`config.mk`:
```
export PLATFORM = sky130hd
export DESIGN_NAME = keypad_scanner
export DESIGN_NICKNAME = d
export VERILOG_FILES = /design/src/rtl/keypad_pkg.sv /design/src/rtl/keypad_scanner_sync2.sv /design/src/rtl/keypad_scanner.sv
export SDC_FILE = /design/constraint.sdc
export NUM_CORES = 1
export LEC_CHECK = 0
export BUFFER_PORTS_ARGS = -buffer_cell sky130_fd_sc_hd__buf_2
export CAP_MARGIN = 10
export CORE_AREA = 2 2 60 62
export CTS_CLUSTER_SIZE = 25
export DETAILED_ROUTE_END_ITERATION = 6
export DIE_AREA = 0 0 62 64
export GPL_TIMING_DRIVEN = 0
export PLACE_DENSITY_LB_ADDON = 0.25
export SYNTH_ARGS = -nofsm -noshare
export SYNTH_HDL_FRONTEND = slang
export SYNTH_HIERARCHICAL = 1
export SYNTH_SLANG_ARGS = --single-unit
```
`constraint.sdc`:
```
create_clock -name clk -period 2 [get_ports clk]
set_input_delay 0.4 -clock clk [delete_from_list [all_inputs] [get_ports clk]]
set_output_delay 0.4 -clock clk [all_outputs]
set_load 0.01 [all_outputs]
```
`src/rtl/keypad_pkg.sv`:
```
// Shared types and constants for the keypad front end (scanner and debounce).
package keypad_pkg;

    typedef enum logic {SCAN, PRESSED} scan_state_t;

    localparam int NUM_ROWS   = 4;
    localparam int NUM_COLS   = 4;
    localparam int KEY_CODE_W = 8;

    // True only when exactly one bit of v is set.
    function automatic logic onehot_count1(input logic [3:0] v);
        return (v != 4'd0) && ((v & (v - 4'd1)) == 4'd0);
    endfunction

endpackage

```
`src/rtl/keypad_scanner_sync2.sv`:
```
// Two-flop synchronizer for asynchronous multi-bit level inputs.
module sync2 #(
    parameter int               WIDTH     = 4,
    parameter logic [WIDTH-1:0] RESET_VAL = '1
) (
    input  logic             clk,
    input  logic             rst,
    input  logic [WIDTH-1:0] d_i,
    output logic [WIDTH-1:0] q_o
);

    logic [WIDTH-1:0] meta_q;
    logic [WIDTH-1:0] sync_q;

    always_ff @(posedge clk or posedge rst) begin
        if (rst) begin
            meta_q <= RESET_VAL;
            sync_q <= RESET_VAL;
        end else begin
            meta_q <= d_i;
            sync_q <= meta_q;
        end
    end

    assign q_o = sync_q;

endmodule

```
`src/rtl/keypad_scanner.sv`:
```
// 4x4 matrix keypad scanner: walks the columns, latches a single pressed key
// as a one-hot {row, col} code and holds button_on until the key is released.
module keypad_scanner
    import keypad_pkg::*;
#(
    parameter int SETTLE_CYCLES  = 4,
    parameter int RELEASE_CYCLES = 3
) (
    input  logic                  clk,
    input  logic                  reset,
    input  logic [NUM_ROWS-1:0]   rows,
    output logic [NUM_COLS-1:0]   cols,
    output logic [KEY_CODE_W-1:0] keypad_val,
    output logic                  button_on
);

    localparam logic [7:0] SETTLE_LAST  = 8'(SETTLE_CYCLES - 1);
    localparam logic [7:0] RELEASE_LAST = 8'(RELEASE_CYCLES - 1);

    logic [NUM_ROWS-1:0]   rows_sync;
    logic [NUM_ROWS-1:0]   rows_a;
    scan_state_t           state_q, state_d;
    logic [1:0]            col_idx_q, col_idx_d;
    logic [7:0]            settle_cnt_q, settle_cnt_d;
    logic [7:0]            release_cnt_q, release_cnt_d;
    logic [NUM_COLS-1:0]   cols_q, cols_d;
    logic [KEY_CODE_W-1:0] keypad_val_q, keypad_val_d;
    logic                  button_on_q, button_on_d;
    logic [NUM_COLS-1:0]   col_oh;
    logic                  row_hit;

    sync2 #(
        .WIDTH     (NUM_ROWS),
        .RESET_VAL (4'b1111)
    ) u_row_sync (
        .clk (clk),
        .rst (reset),
        .d_i (rows),
        .q_o (rows_sync)
    );

    assign rows_a  = ~rows_sync;
    assign col_oh  = 4'b0001 << col_idx_q;
    // Only the latched row matters while pressed; the upper code nibble holds it.
    assign row_hit = |(rows_a & keypad_val_q[7:4]);

    always_comb begin
        state_d       = state_q;
        col_idx_d     = col_idx_q;
        settle_cnt_d  = settle_cnt_q;
        release_cnt_d = release_cnt_q;
        keypad_val_d  = keypad_val_q;
        button_on_d   = button_on_q;

        case (state_q)
            SCAN: begin
                if (settle_cnt_q < SETTLE_LAST) begin
                    settle_cnt_d = settle_cnt_q + 8'd1;
                end else if (onehot_count1(rows_a)) begin
                    state_d       = PRESSED;
                    keypad_val_d  = {rows_a, col_oh};
                    button_on_d   = 1'b1;
                    release_cnt_d = 8'd0;
                    settle_cnt_d  = 8'd0;
                end else begin
                    // No key or a ghost/multi-key read: move on to the next column.
                    col_idx_d    = col_idx_q + 2'd1;
                    settle_cnt_d = 8'd0;
                end
            end
            PRESSED: begin
                if (row_hit) begin
                    release_cnt_d = 8'd0;
                end else if (release_cnt_q == RELEASE_LAST) begin
                    state_d       = SCAN;
                    button_on_d   = 1'b0;
                    col_idx_d     = 2'd0;
                    settle_cnt_d  = 8'd0;
                    release_cnt_d = 8'd0;
                end else begin
                    release_cnt_d = release_cnt_q + 8'd1;
                end
            end
            default: state_d = SCAN;
        endcase

        cols_d = ~(4'b0001 << col_idx_d);
    end

    always_ff @(posedge clk or posedge reset) begin
        if (reset) begin
            state_q       <= SCAN;
            col_idx_q     <= 2'd0;
            settle_cnt_q  <= 8'd0;
            release_cnt_q <= 8'd0;
            cols_q        <= 4'b1110;
            keypad_val_q  <= '0;
            button_on_q   <= 1'b0;
        end else begin
            state_q       <= state_d;
            col_idx_q     <= col_idx_d;
            settle_cnt_q  <= settle_cnt_d;
            release_cnt_q <= release_cnt_d;
            cols_q        <= cols_d;
            keypad_val_q  <= keypad_val_d;
            button_on_q   <= button_on_d;
        end
    end

    assign cols       = cols_q;
    assign keypad_val = keypad_val_q;
    assign button_on  = button_on_q;

endmodule

```
Word level (Yosys, flattened, before mapping)
Cells that the tools add are included.
{"block": "totals", "register_bits": 40, "out_inout_bits": 13}
{"block": "op_classes", "reduce_logical": 8, "n_shift": 2, "n_bitwise": 6, "addsub": 4, "n_eq_ne": 5, "mux": 24, "order_cmp": 1}
{"operator": "$mux W8", "count": 7}
{"operator": "$pmux W8 S2", "count": 2}
{"operator": "$add A8 B1 Y8 const B", "count": 2}
{"operator": "$and A4 B4 Y4", "count": 2}
{"operator": "$eq A8 B2 Y1 const B", "count": 1}
{"operator": "$lt A8 B2 Y1 const B", "count": 1}
{"operator": "$mux W1", "count": 8}
{"operator": "$mux W2", "count": 4}
{"operator": "$not A4 Y4", "count": 2}
{"operator": "$shl A1 B2 Y4 const A", "count": 2}
{"operator": "$ne A2 B2 Y1 const B", "count": 3}
{"operator": "$logic_not A4 Y1", "count": 1}
{"operator": "$pmux W1 S2", "count": 2}
{"operator": "$pmux W2 S2", "count": 1}
{"operator": "$reduce_and A2 Y1", "count": 2}
{"operator": "$reduce_and A4 Y1", "count": 1}
{"operator": "$reduce_bool A4 Y1", "count": 1}
{"operator": "$reduce_or A4 Y1", "count": 1}
{"operator": "$sub A4 B1 Y4 const B", "count": 1}
{"operator": "$reduce_and A3 Y1", "count": 1}
{"operator": "$add A2 B1 Y2 const B", "count": 1}
{"operator": "$ne A2 B1 Y1 const B", "count": 1}
{"operator": "$not A1 Y1", "count": 2}
{"operator": "$logic_and A1 B1 Y1", "count": 1}

Logic depth before layout (Yosys ltp)
Gate-level depths: netlist of run 1.
{"block": "logic_depth", "depth_word": 10, "ltp_mapped": 7, "depth_no_buf": 6}

Cells and area by module
Netlist of run 1, hierarchy kept.
{"mod": "keypad_scanner", "n_inst": 1, "seq_area_each_um2": 804.5, "cells_each": 151, "area_per_inst_um2": 1626.6}
{"mod": "sync2", "n_inst": 1, "seq_area_each_um2": 210.2, "cells_each": 9, "area_per_inst_um2": 214.0}

Worst setup path before layout of run 1
Ideal clock, no wire load.
{"block": "synth_path", "kind": "flip-flop to flip-flop", "startpoint": "reg settle_cnt_q[0]", "endpoint": "reg keypad_val_q[0], in the netlist keypad_val[0]", "path_slack_ps": 359, "required_time_ps": 1875, "n_path_buf": 0, "arrival_ps": 1516, "synth_period_minus_slack_ps": 1641, "path_stages_with_launch": 6, "cell_sequence": "dfrtp_1 > ha_1 > nor4_1 > a21oi_1 > nand2_4 > mux2_4"}
{"block": "synth_via", "elab_chain_len": 3}
{"element": "from (decl)", "line_no": "keypad_scanner.sv:24", "text": "logic [7:0] settle_cnt_q, settle_cnt_d;"}
{"element": "from (signal assigned)", "line_no": "keypad_scanner.sv:102", "text": "settle_cnt_q <= settle_cnt_d;"}
{"element": "$lt A8 B2 Y1", "line_no": "keypad_scanner.sv:57", "text": "if (settle_cnt_q < SETTLE_LAST) begin"}
{"element": "$not A1 Y1 (no source line)"}
{"element": "$reduce_and A3 Y1 (no source line)"}
{"element": "to (signal assigned)", "line_no": "keypad_scanner.sv:105", "text": "keypad_val_q <= keypad_val_d;"}
{"element": "to (decl)", "line_no": "keypad_scanner.sv:27", "text": "logic [KEY_CODE_W-1:0] keypad_val_q, keypad_val_d;"}
No other way between the ends.
A chain may end at the register's enable or synchronous reset.

Final worst setup path of run 1
{"block": "layout_path", "startpoint": "reg release_cnt_q[0]", "endpoint": "reg release_cnt_q[4]"}
{"block": "layout_via", "elab_chain_len": 4}
{"element": "from (decl)", "line_no": "keypad_scanner.sv:25", "text": "logic [7:0] release_cnt_q, release_cnt_d;"}
{"element": "from (signal assigned)", "line_no": "keypad_scanner.sv:103", "text": "release_cnt_q <= release_cnt_d;"}
{"element": "$add A8 B1 Y8 or $eq A8 B2 Y1 (tied branches)", "line_no": "keypad_scanner.sv:81, keypad_scanner.sv:74"}
{"element": "$mux W8 *", "line_no": "keypad_scanner.sv:74", "text": "end else if (release_cnt_q == RELEASE_LAST) begin"}
{"element": "$mux W8 *", "line_no": "keypad_scanner.sv:72", "text": "if (row_hit) begin"}
{"element": "$pmux W8 S2 *", "line_no": "keypad_scanner.sv:55", "text": "case (state_q)"}
Every way passes the cells marked *; elsewhere a longest branch is shown, timed or not.

==> results of run 1 <==
[area by class of cell]
class / count / area [µm²] / area share, %
clock buffer: 5 / 37.5 / 1.79
buffer: 2 / 8.76 / 0.417
sequential: 40 / 1010 / 48.3
multi-input combinational: 103 / 767 / 36.5
timing repair buffer: 19 / 118 / 5.60
inverter: 15 / 56.3 / 2.68
clock inverter: 3 / 42.5 / 2.02
tap: 46 / 57.6 / 2.74
[cells in the final DEF, fill, tap and decap left out, types with 3 or more instances in the layout]
cell type and instances:
o31ai_1 4, clkbuf_4 5, ha_1 7, nand4_1 5
inv_1 14, nand2b_1 4, nor2_1 6, nor3_1 4
mux2_4 4, a21oi_1 3, nand2_1 8, nand3_1 5
dfrtp_1 29, buf_2 19, and2_1 7, o21ai_0 13
dfstp_2 11, o221ai_1 5
[how the worst max path moves through the flow]
| stage | from | end | slack (ns) | cells past startpoint |
|---|---|---|---|---|
| global placement | settle_cnt_q[0] | keypad_val[3] | 0.20 | 5 |
| global route | release_cnt_q[0] | release_cnt_q[4] | 0.04 | 7 |
| CTS | settle_cnt_q[0] | keypad_val[3] | 0.18 | 5 |
| detailed placement | settle_cnt_q[0] | keypad_val[3] | 0.20 | 5 |
| floorplan | settle_cnt_q[0] | keypad_val[0] | 0.36 | 5 |
| finish | release_cnt_q[0] | release_cnt_q[4] | 0.20 | 7 |
[cells by family (layout without fill, tap and decap cells)]
family          Yosys count  after routing
simple gates             47             47
fa+ha+maj                 7              7
mux                       6              6
flops                    40             40
buf+inv                  17             44
compound gates           42             42
xor+xnor                  1              1
[power by group through the flow]
stage	registers [mW]	clock network, mW	logic (mW)
detailed placement	1.19	0	0.956
finish	1.17	0.532	0.973
global placement	1.18	0	0.928
global route	1.20	0.581	1.10
CTS	1.17	0.546	0.962
floorplan	1.22	0	0.632
[layer usage]
metal | part of all wire, % | vias to the layer above | wire, µm
li1 | - | 636 | -
met1 | 46 | 662 | 1490
met2 | 49 | 31 | 1580
met3 | 4.1 | 6 | 135
met4 | 1.5 | 0 | 48
met5 | 0 | - | 0
[state kept, by name (all words and copies together) (netlist names)]
signal             cells
cols                   4
button_on              1
col_idx_q              2
settle_cnt_q           8
u_row_sync/meta_q      4
keypad_val             8
state_q                1
release_cnt_q          8
u_row_sync/q_o         4
[stage by stage]
step / power (mW) / cell area, µm² / instances / utilization, %
after global routing: 2.89 / 2100 / 233 / 64.0
final: 2.68 / 2100 / 233 / 64.0
after global placement: 2.10 / 1990 / 224 / 60.5
after floorplan: 1.86 / 1840 / 160 / -
after detailed placement: 2.14 / 1990 / 224 / 60.5
after CTS: 2.68 / 2070 / 232 / 63.0
[critical path, cell delays in order (launching register included)]
cell,delay (ns)
dfrtp_1,0.43
inv_1,0.06
ha_1,0.19
nor4b_2,0.16
nand2_1,0.11
buf_2,0.24
nand3_1,0.26
o221ai_1,0.27
==> reports/summary.log, run 1 <==
INFO  synthesis      postSynthAreaPerCell=11.5µm²
INFO  timing         grt_setup_unrepaired=no
INFO  timing         timing.final.ws_setup=0.197ns
INFO  placed_design  place.detailed.hpwl=2.29mm
INFO  worst_setup_path regToRegStartpoint=release_cnt_q[0]
INFO  synthesis      netlist_instances=160
INFO  worst_setup_path crit_path_max_fanout=10
INFO  routing        viasPerCell=5.73
INFO  routing        detail-route-antenna-nets=0
INFO  synthesis      synthDistinctLibCells=41
INFO  placed_design  port-buffer-count=18
INFO  synthesis      netlist_top_cells_count=29 x dfrtp_1, 15 x inv_1, 13 x o21ai_0
INFO  power          power.share.combinational=36.3%
INFO  worst_setup_path startpoint_type=flop
INFO  routing        drc_errors=0
INFO  finish         drive_above_1_share=26.7%
INFO  synthesis      synth_sequential_area_ratio=55.1%
INFO  global_routing grt_most_used_layer=met2
INFO  power          netSwitchingPower=0.991mW
INFO  clock_tree     numClockSinks=40
INFO  worst_setup_path worst-endpoint-required=2.28ns
INFO  placed_design  post-place-ws=0.196ns
INFO  clock_tree     cts-htree-levels=2
INFO  die            standard_cell_core_area=3280µm²
INFO  die            fp.dieArea=3970µm²
INFO  power          power_report.internal_total=1.69mW
INFO  worst_setup_path critPathArrivalTime=2.08ns
INFO  worst_setup_path ff2ff_path_depth=7
INFO  timing         tightestPinTransition=0.579ns
INFO  finish         final.fill_count=267
INFO  outcome        run_status=finished, final reports clean
INFO  finish         n_antenna_cell=0
INFO  placed_design  gp_congestion=0.852
INFO  routing        drt-initial-drc-count=99
INFO  synthesis      postSynth.topFlopCell=dfrtp_1
INFO  routing        detailroute.via_count=1335
INFO  power          sw_frac_of_total=37.0%
INFO  timing         max_fclk=555MHz
INFO  die            vert_die_dim=64µm
INFO  timing         finalHoldViolations=0
INFO  clock_tree     cts_root_buffer=clkbuf_4
INFO  global_routing groute.layer.met2.usage=28.9%
INFO  synthesis      synth-async-reset-ratio=100%
INFO  routing        drt_pass1_iterations=5
INFO  worst_setup_path criticalPathCategory=flop to flop
INFO  clock_tree     clkLatencyLatePin=0.35ns
INFO  timing         holdWs=0.0192ns
INFO  timing         final.min_clock_period=1.80ns
INFO  worst_setup_path reg2reg_slack=0.20ns
INFO  power          p_leak=0.941nW
INFO  synthesis      ys_warn_count=6
INFO  worst_setup_path critical_path.reg2reg.endpoint=release_cnt_q[4]
INFO  timing         clock_skew=0.0167ns
INFO  clock_tree     cts_buffer_depth=2
INFO  routing        drt_wl_total=3.26mm
INFO  global_routing antenna_found_initial=0
INFO  run            max-cap-violations=0
INFO  clock_tree     cts_hold_buf=0
INFO  timing         report.final.setup_viol=0
INFO  synthesis      yosys_register_bits=40
INFO  clock_tree     cts-resized-gates=0
INFO  synthesis      synth.net_count=173
INFO  synthesis      synth_simple_gate_area_share=14.7%
INFO  power          power_frac_seq=43.8%
INFO  synthesis      synth_top_family_by_area=compound AO/OA/AOI/OAI gates
INFO  synthesis      synth.area.top_cells=dfrtp_1 39%, dfstp_2 16%, ha_1 4.8%, o21ai_0 3.5%, mux2_4 3.3%
INFO  power          irDropWorstVdd=0.000604V
INFO  synthesis      synth_compound_gate_area_share=17.0%
INFO  synthesis      synth.most_common_cell=dfrtp_1
INFO  finish         synth_to_layout_area_growth=14.2%
INFO  synthesis      yosys-mux-area-fraction=4.42%
INFO  timing         setup-tns-final=0ns
INFO  global_routing gr-usage-met1=24.2%
INFO  die            row_count=21
INFO  timing         final_max_slew_viol_count=0
INFO  die            initial_cell_density_of_the_core=56.0%
INFO  global_routing first_global_vias=1276
INFO  clock_tree     postCtsSetupRepairBufs=0
INFO  routing        routedWlPerCell=14.0µm
INFO  min_path       worstHoldPathType=primary input to asynchronous set/reset pin
INFO  synthesis      synth_edf_count=0
INFO  clock_tree     cts_tree=done
INFO  timing         final.period_utilization=90.1%
INFO  worst_setup_path critPathCaptureType=flop
INFO  finish         finish.net_count=199
INFO  synthesis      post_synth_fa_ha_maj_area_fraction=4.76%
INFO  power          clock_power_share=19.9%
INFO  global_routing grtUsageMet3=5.47%
INFO  synthesis      synth_top_area_share=39.4%
INFO  global_routing first_pass_grt_wire_length=5.55mm
INFO  die            width_of_the_chip=62µm
INFO  synthesis      yosysTopAreaCell=dfrtp_1
INFO  clock_tree     clk_pin_slew_worst_paths=0.13ns
INFO  synthesis      syn_area=1840µm²
INFO  clock_tree     cts-buffers-inserted=5
INFO  global_routing grt_total_usage=18.7%
INFO  timing         timing.max_slew.rel_slack=61.2%
INFO  global_routing largest_net_degree_at_the_start_of_global_routing=33
INFO  global_routing grt_overflow_total=0
INFO  die            io_pins=19
INFO  synthesis      synth_xor_area_share=0.476%
INFO  power          power.density=1270nW/µm²
Note: power is estimated with default switching activity, not from simulation.
==> inputs of run 2 (changes only) <==
--- a/config.mk
+++ b/config.mk
@@ -7,10 +7,10 @@
 export LEC_CHECK = 0
 export BUFFER_PORTS_ARGS = -buffer_cell sky130_fd_sc_hd__buf_2
 export CAP_MARGIN = 10
-export CORE_AREA = 2 2 60 62
+export CORE_AREA = 2 2 83 85
 export CTS_CLUSTER_SIZE = 25
 export DETAILED_ROUTE_END_ITERATION = 6
-export DIE_AREA = 0 0 62 64
+export DIE_AREA = 0 0 85 87
 export GPL_TIMING_DRIVEN = 0
 export PLACE_DENSITY_LB_ADDON = 0.25
 export SYNTH_ARGS = -nofsm -noshare
==> run 2 against run 1 <==
Net effect: highest routed layer unchanged; sequential share of layout area shrank 1.7 points; total power increased by 5.3%; cell area increased by 3.7%; largest cell class unchanged; combinational power up 0.6%; die area rose by 86%; sequential power about the same; critical path type unchanged; core utilization down 31 points; final cell count rose by 15%; global-route usage shrank 8.3 points; critical path depth decreased by 3; largest power group unchanged; critical endpoint unchanged; via count fell by 5.5%.
==> reports/summary.log, run 2 (synthesized netlist as in run 1, its figures left out) <==
INFO  global_routing first_global_vias=1284
INFO  routing        drt-initial-drc-count=68
INFO  power          p_leak=0.962nW
INFO  power          sw_frac_of_total=36.1%
INFO  finish         n_antenna_cell=0
INFO  power          power_frac_seq=41.5%
INFO  die            initial_cell_density_of_the_core=28.0%
INFO  worst_setup_path cpMaxStageDelayCell=dfstp_2
INFO  timing         final_max_slew_viol_count=0
INFO  timing         max_fclk=559MHz
INFO  die            standard_cell_core_area=6570µm²
INFO  timing         tightestPinTransition=0.526ns
INFO  finish         final_cells=267
INFO  placed_design  dp.cells=259
INFO  worst_setup_path critical_path.n_buffers_inverters=0
INFO  placed_design  port-buffer-count=18
INFO  finish         layout.cells.most_common=dfrtp_1
INFO  finish         most-common-layout-cells=29 x dfrtp_1, 19 x buf_2, 15 x inv_1, 13 x o21ai_0, 11 x dfstp_2
INFO  clock_tree     cts-buffers-inserted=5
INFO  timing         timing.max_slew.rel_slack=64.9%
INFO  routing        drc_errors=0
INFO  global_routing groute.layer.met2.usage=15.5%
INFO  worst_setup_path worst_path_largest_cell_delay=0.58ns
INFO  global_routing antenna_found_initial=0
INFO  timing         grt_setup_unrepaired=no
INFO  timing         report.final.setup_viol=0
INFO  timing         setup-tns-final=0ns
INFO  clock_tree     cts_hold_buf=0
INFO  global_routing grt_total_usage=10.4%
INFO  finish         multi_input_combinational_cell_area=767µm²
INFO  finish         synth_to_layout_area_growth=18.5%
INFO  power          report.power.total=2.82mW
INFO  power          power.density=1290nW/µm²
INFO  global_routing largest_net_degree_at_the_start_of_global_routing=23
INFO  clock_tree     cts_tree=done
INFO  clock_tree     clk_pin_slew_worst_paths=0.09ns
INFO  clock_tree     cts-htree-levels=2
INFO  clock_tree     numClockSinks=40
INFO  timing         clock_skew=0.00850ns
INFO  outcome        run_status=finished, final reports clean
INFO  die            row_count=30
INFO  timing         final.period_utilization=89.4%
INFO  worst_setup_path critPathTopFamily=compound AO/OA/AOI/OAI gates
INFO  power          netSwitchingPower=1.02mW
INFO  clock_tree     clkLatencyLatePin=0.30ns
INFO  worst_setup_path worst-endpoint-required=2.21ns
INFO  clock_tree     cts-resized-gates=0
INFO  global_routing first_pass_grt_wire_length=6.03mm
INFO  worst_setup_path critPathCaptureType=flop
INFO  min_path       worstHoldPathType=primary input to asynchronous set/reset pin
INFO  routing        routedWlPerCell=12.8µm
INFO  power          clock_power_share=23.7%
INFO  placed_design  place.detailed.hpwl=2.46mm
INFO  routing        drt_wl_total=3.42mm
INFO  global_routing grtUsageMet3=2.75%
INFO  worst_setup_path startpoint_type=flop
INFO  clock_tree     cts_root_buffer=clkbuf_8
INFO  power          power.share.combinational=34.7%
INFO  die            io_pins=19
INFO  run            max-cap-violations=0
INFO  placed_design  gp_congestion=0.737
INFO  finish         final.fill_count=672
INFO  clock_tree     postCtsSetupRepairBufs=0
INFO  power          power_report.internal_total=1.80mW
INFO  die            vert_die_dim=87µm
INFO  routing        viasPerCell=4.73
INFO  routing        drt_pass1_iterations=4
INFO  routing        detailroute.via_count=1262
INFO  finish         register_area=1010µm²
INFO  clock_tree     cts_buffer_depth=2
INFO  die            fp.dieArea=7400µm²
INFO  global_routing grt_most_used_layer=met2
INFO  die            width_of_the_chip=85µm
INFO  finish         finish.net_count=199
INFO  worst_setup_path path_cells=nand2b_1 > o2111a_1 > nand3_1 > o221ai_1
INFO  timing         finalHoldViolations=0
INFO  finish         drive_above_1_share=26.7%
INFO  worst_setup_path crit_path_max_fanout=8
INFO  worst_setup_path critPathArrivalTime=2.00ns
INFO  routing        detail-route-antenna-nets=0
INFO  timing         final.min_clock_period=1.79ns
INFO  global_routing grt_overflow_total=0
INFO  power          irDropWorstVdd=0.000441V
INFO  worst_setup_path criticalPathCategory=flop to flop
INFO  global_routing gr-usage-met1=13.9%
==> run 2: final cells by class <==
| class | instances | share of cell area, % |
|---|---|---|
| Buffer | 2 | 0.402 |
| Clock buffer | 5 | 3.16 |
| Clock inverter | 3 | 2.18 |
| Inverter | 15 | 2.58 |
| Multi-Input combinational cell | 103 | 35.2 |
| Sequential cell | 40 | 46.5 |
| Tap cell | 80 | 4.59 |
| Timing Repair Buffer | 19 | 5.39 |
==> run 2: power by group through the flow <==
stage | logic [mW] | registers [mW] | clock network (mW)
6_report | 0.979 | 1.17 | 0.669
5_1_grt | 1.10 | 1.21 | 0.722
3_5_place_dp | 0.986 | 1.19 | 0
2_1_floorplan | 0.632 | 1.22 | 0
4_1_cts | 0.994 | 1.18 | 0.688
3_3_place_gp | 0.977 | 1.19 | 0
==> run 2: routing by layer <==
layer / up-vias / share of wire [%]
met5: - / 0
li1: 637 / -
met2: 21 / 42
met3: 8 / 3.7
met1: 596 / 52
met4: 0 / 2.3
==> run 2: path summary, 6_finish.rpt <==
path / endpoint / from / cells past startpoint / slack (ns)
max: release_cnt_q[4] / u_row_sync/q_o[2] / 4 / 0.21
min: settle_cnt_q[2] / reset / 2 / 0.14
max reg2reg: release_cnt_q[4] / u_row_sync/q_o[2] / 4 / 0.21
min reg2reg: u_row_sync/q_o[1] / u_row_sync/meta_q[1] / 0 / 0.36
max in group asynchronous: cols[3] / reset / 3 / 1.29
min in group clk: u_row_sync/meta_q[1] / rows[1] / 1 / 0.19
==> run 2: metrics by stage <==
stage	instance area [µm²]	util (%)	hold WS (ns)	setup WS (ns)
2_1_floorplan	1840	-	0.345	0.359
3_3_place_gp	2030	30.9	0.347	0.120
3_5_place_dp	2060	31.3	0.347	0.0804
4_1_cts	2170	33.1	0.148	0.0547
5_1_grt	2180	33.2	0.170	0.0842
6_report	2180	33.2	0.135	0.211
==> inputs of run 3 (changes only) <==
--- a/config.mk
+++ b/config.mk
@@ -13,6 +13,7 @@
 export DIE_AREA = 0 0 85 87
 export GPL_TIMING_DRIVEN = 0
 export PLACE_DENSITY_LB_ADDON = 0.25
+export REMOVE_ABC_BUFFERS = 1
 export SYNTH_ARGS = -nofsm -noshare
 export SYNTH_HDL_FRONTEND = slang
 export SYNTH_HIERARCHICAL = 1
==> run 3 against run 2 <==
Net effect: clock-buffer cell count grew 2; critical path depth grew 2; maximum frequency shrank 3.3%; core utilization grew 0.21 points; register-to-register slack lost 0.06 ns; total power grew 2.6%; clock skew grew 0.0043 ns; worst hold slack gained 0.017 ns; critical path type unchanged; flip-flop and latch count is the same; cell area grew 0.63%; highest routed layer unchanged; non-clock buffer count shrank 2; largest cell class unchanged.
==> reports/summary.log, run 3 (synthesized netlist as in run 1, its figures left out) <==
INFO  power          power_report.internal_total=1.86mW
INFO  die            standard_cell_core_area=6570µm²
INFO  clock_tree     cts_buffer_depth=2
INFO  routing        detailroute.via_count=1297
INFO  timing         grt_setup_unrepaired=no
INFO  power          p_leak=0.969nW
INFO  power          report.power.total=2.89mW
INFO  finish         most-common-layout-cells=29 x dfrtp_1, 18 x buf_2, 15 x inv_1, 13 x o21ai_0, 11 x dfstp_2
INFO  global_routing first_global_vias=1295
INFO  global_routing first_pass_grt_wire_length=6.33mm
INFO  clock_tree     cts_root_buffer=clkbuf_8
INFO  power          power_frac_seq=41.6%
INFO  finish         layout.cells.most_common=dfrtp_1
INFO  routing        routedWlPerCell=13.5µm
INFO  routing        drt-initial-drc-count=63
INFO  finish         finish.net_count=197
INFO  routing        viasPerCell=4.89
INFO  placed_design  post-place-ws=0.0977ns
INFO  power          sw_frac_of_total=35.6%
INFO  power          power.share.combinational=33.5%
INFO  timing         final.min_clock_period=1.85ns
INFO  timing         report.final.setup_viol=0
INFO  die            row_count=30
INFO  die            fp.dieArea=7400µm²
INFO  timing         timing.max_slew.rel_slack=62.9%
INFO  finish         synth_to_layout_area_growth=19.2%
INFO  timing         tightestPinTransition=0.555ns
INFO  power          irDropWorstVdd=0.000493V
INFO  timing         setup-tns-final=0ns
INFO  worst_setup_path critical_path.reg2reg.endpoint=cols[1]
INFO  worst_setup_path criticalPathCategory=flop to flop
INFO  placed_design  place.detailed.hpwl=2.43mm
INFO  power          power.density=1320nW/µm²
INFO  worst_setup_path crit_path_max_fanout=12
INFO  run            max-cap-violations=0
INFO  timing         final.period_utilization=92.4%
INFO  routing        drt_wl_total=3.57mm
INFO  worst_setup_path ff2ff_path_depth=6
INFO  routing        detail-route-antenna-nets=0
INFO  die            vert_die_dim=87µm
INFO  clock_tree     clkLatencyLatePin=0.30ns
INFO  worst_setup_path reg2reg_slack=0.15ns
INFO  global_routing grt_overflow_total=0
INFO  finish         drive_above_1_share=27.6%
INFO  finish         n_antenna_cell=0
INFO  worst_setup_path startpoint_type=flop
INFO  global_routing grt_total_usage=11.0%
INFO  timing         timing.final.ws_setup=0.151ns
INFO  global_routing antenna_found_initial=0
INFO  timing         clock_skew=0.0128ns
INFO  die            initial_cell_density_of_the_core=28.0%
INFO  global_routing largest_net_degree_at_the_start_of_global_routing=22
INFO  placed_design  port-buffer-count=18
INFO  routing        drc_errors=0
INFO  worst_setup_path worst-endpoint-required=2.24ns
INFO  clock_tree     postCtsSetupRepairBufs=0
INFO  finish         final.fill_count=661
INFO  die            width_of_the_chip=85µm
INFO  outcome        run_status=finished, final reports clean
INFO  timing         max_fclk=541MHz
INFO  clock_tree     cts-buffers-inserted=5
INFO  worst_setup_path critPathArrivalTime=2.09ns
INFO  timing         final_max_slew_viol_count=0
INFO  worst_setup_path critPathCaptureType=flop
INFO  routing        drt_pass1_iterations=4
INFO  clock_tree     clk_pin_slew_worst_paths=0.08ns
INFO  worst_setup_path regToRegStartpoint=release_cnt_q[0]
INFO  timing         finalHoldViolations=0
INFO  clock_tree     numClockSinks=40
INFO  clock_tree     cts-htree-levels=2
INFO  power          clock_power_share=24.9%
INFO  die            io_pins=19
INFO  min_path       worstHoldPathType=primary input to asynchronous set/reset pin
INFO  clock_tree     cts_tree=done
INFO  power          netSwitchingPower=1.03mW
INFO  placed_design  gp_congestion=0.733
[run 3: worst max-delay path by stage]
stage / start / end / slack, ns / cells past startpoint
2_1_floorplan: settle_cnt_q[0] / keypad_val[0] / 0.36 / 5
3_3_place_gp: settle_cnt_q[0] / keypad_val[3] / 0.13 / 5
3_5_place_dp: settle_cnt_q[0] / keypad_val[2] / 0.1 / 5
4_1_cts: settle_cnt_q[0] / keypad_val[3] / 0.10 / 5
5_1_grt: release_cnt_q[0] / button_on / 0.0007 / 6
6_report: release_cnt_q[0] / cols[1] / 0.15 / 6
[run 3: per-stage QoR]
| step | instances | area [µm²] | utilization, % | hold slack (ns) |
|---|---|---|---|---|
| after floorplan | 158 | 1830 | - | 0.345 |
| after global placement | 256 | 2020 | 30.8 | 0.347 |
| after detailed placement | 257 | 2050 | 31.2 | 0.347 |
| after CTS | 265 | 2180 | 33.1 | 0.164 |
| after global routing | 265 | 2190 | 33.4 | 0.181 |
| final | 265 | 2190 | 33.4 | 0.152 |
[run 3: routing by layer]
metal	vias up	global-route usage [%]	part of all wire, %
li1	629	-	-
met1	637	15.0	50
met2	26	15.9	44
met3	5	2.94	3.5
met4	0	5.77	2.0
met5	-	0	0
[run 3: what timing repair did]
| item | 4_1_cts | 5_1_grt |
|---|---|---|
| gates resized for setup | 0 | 3 |
| setup endpoints to repair | 0 | 10 |
| hold endpoints to repair | 0 | 0 |
| hold buffers | 0 | 0 |
[run 3: worst max-delay path, cell delays in order, from the launching register on]
cell and delay (ns):
dfrtp_1 0.42, inv_1 0.07, ha_1 0.14, nor4b_2 0.21
nand2_1 0.34, o32ai_2 0.41, o32a_1 0.21
[run 3: area by class of cell]
cell class              instances  area [µm²]  share of cell area (%)
well taps                      80         100                    4.56
multi-input cells             103         779                    35.5
repair buffers                 19         118                    5.36
clock buffers                   7        96.3                    4.39
flip-flops and latches         40        1010                    46.2
inverters                      15        56.3                    2.57
clock inverters                 1        30.0                    1.37
[run 3: power groups by stage]
stage                     combinational [mW]  sequential (mW)  clock, mW
after global routing                    1.11             1.24      0.781
after global placement                 0.935             1.22          0
after detailed placement               0.954             1.22          0
after CTS                              0.959             1.20      0.747
final                                  0.969             1.20      0.721
after floorplan                        0.603             1.24          0
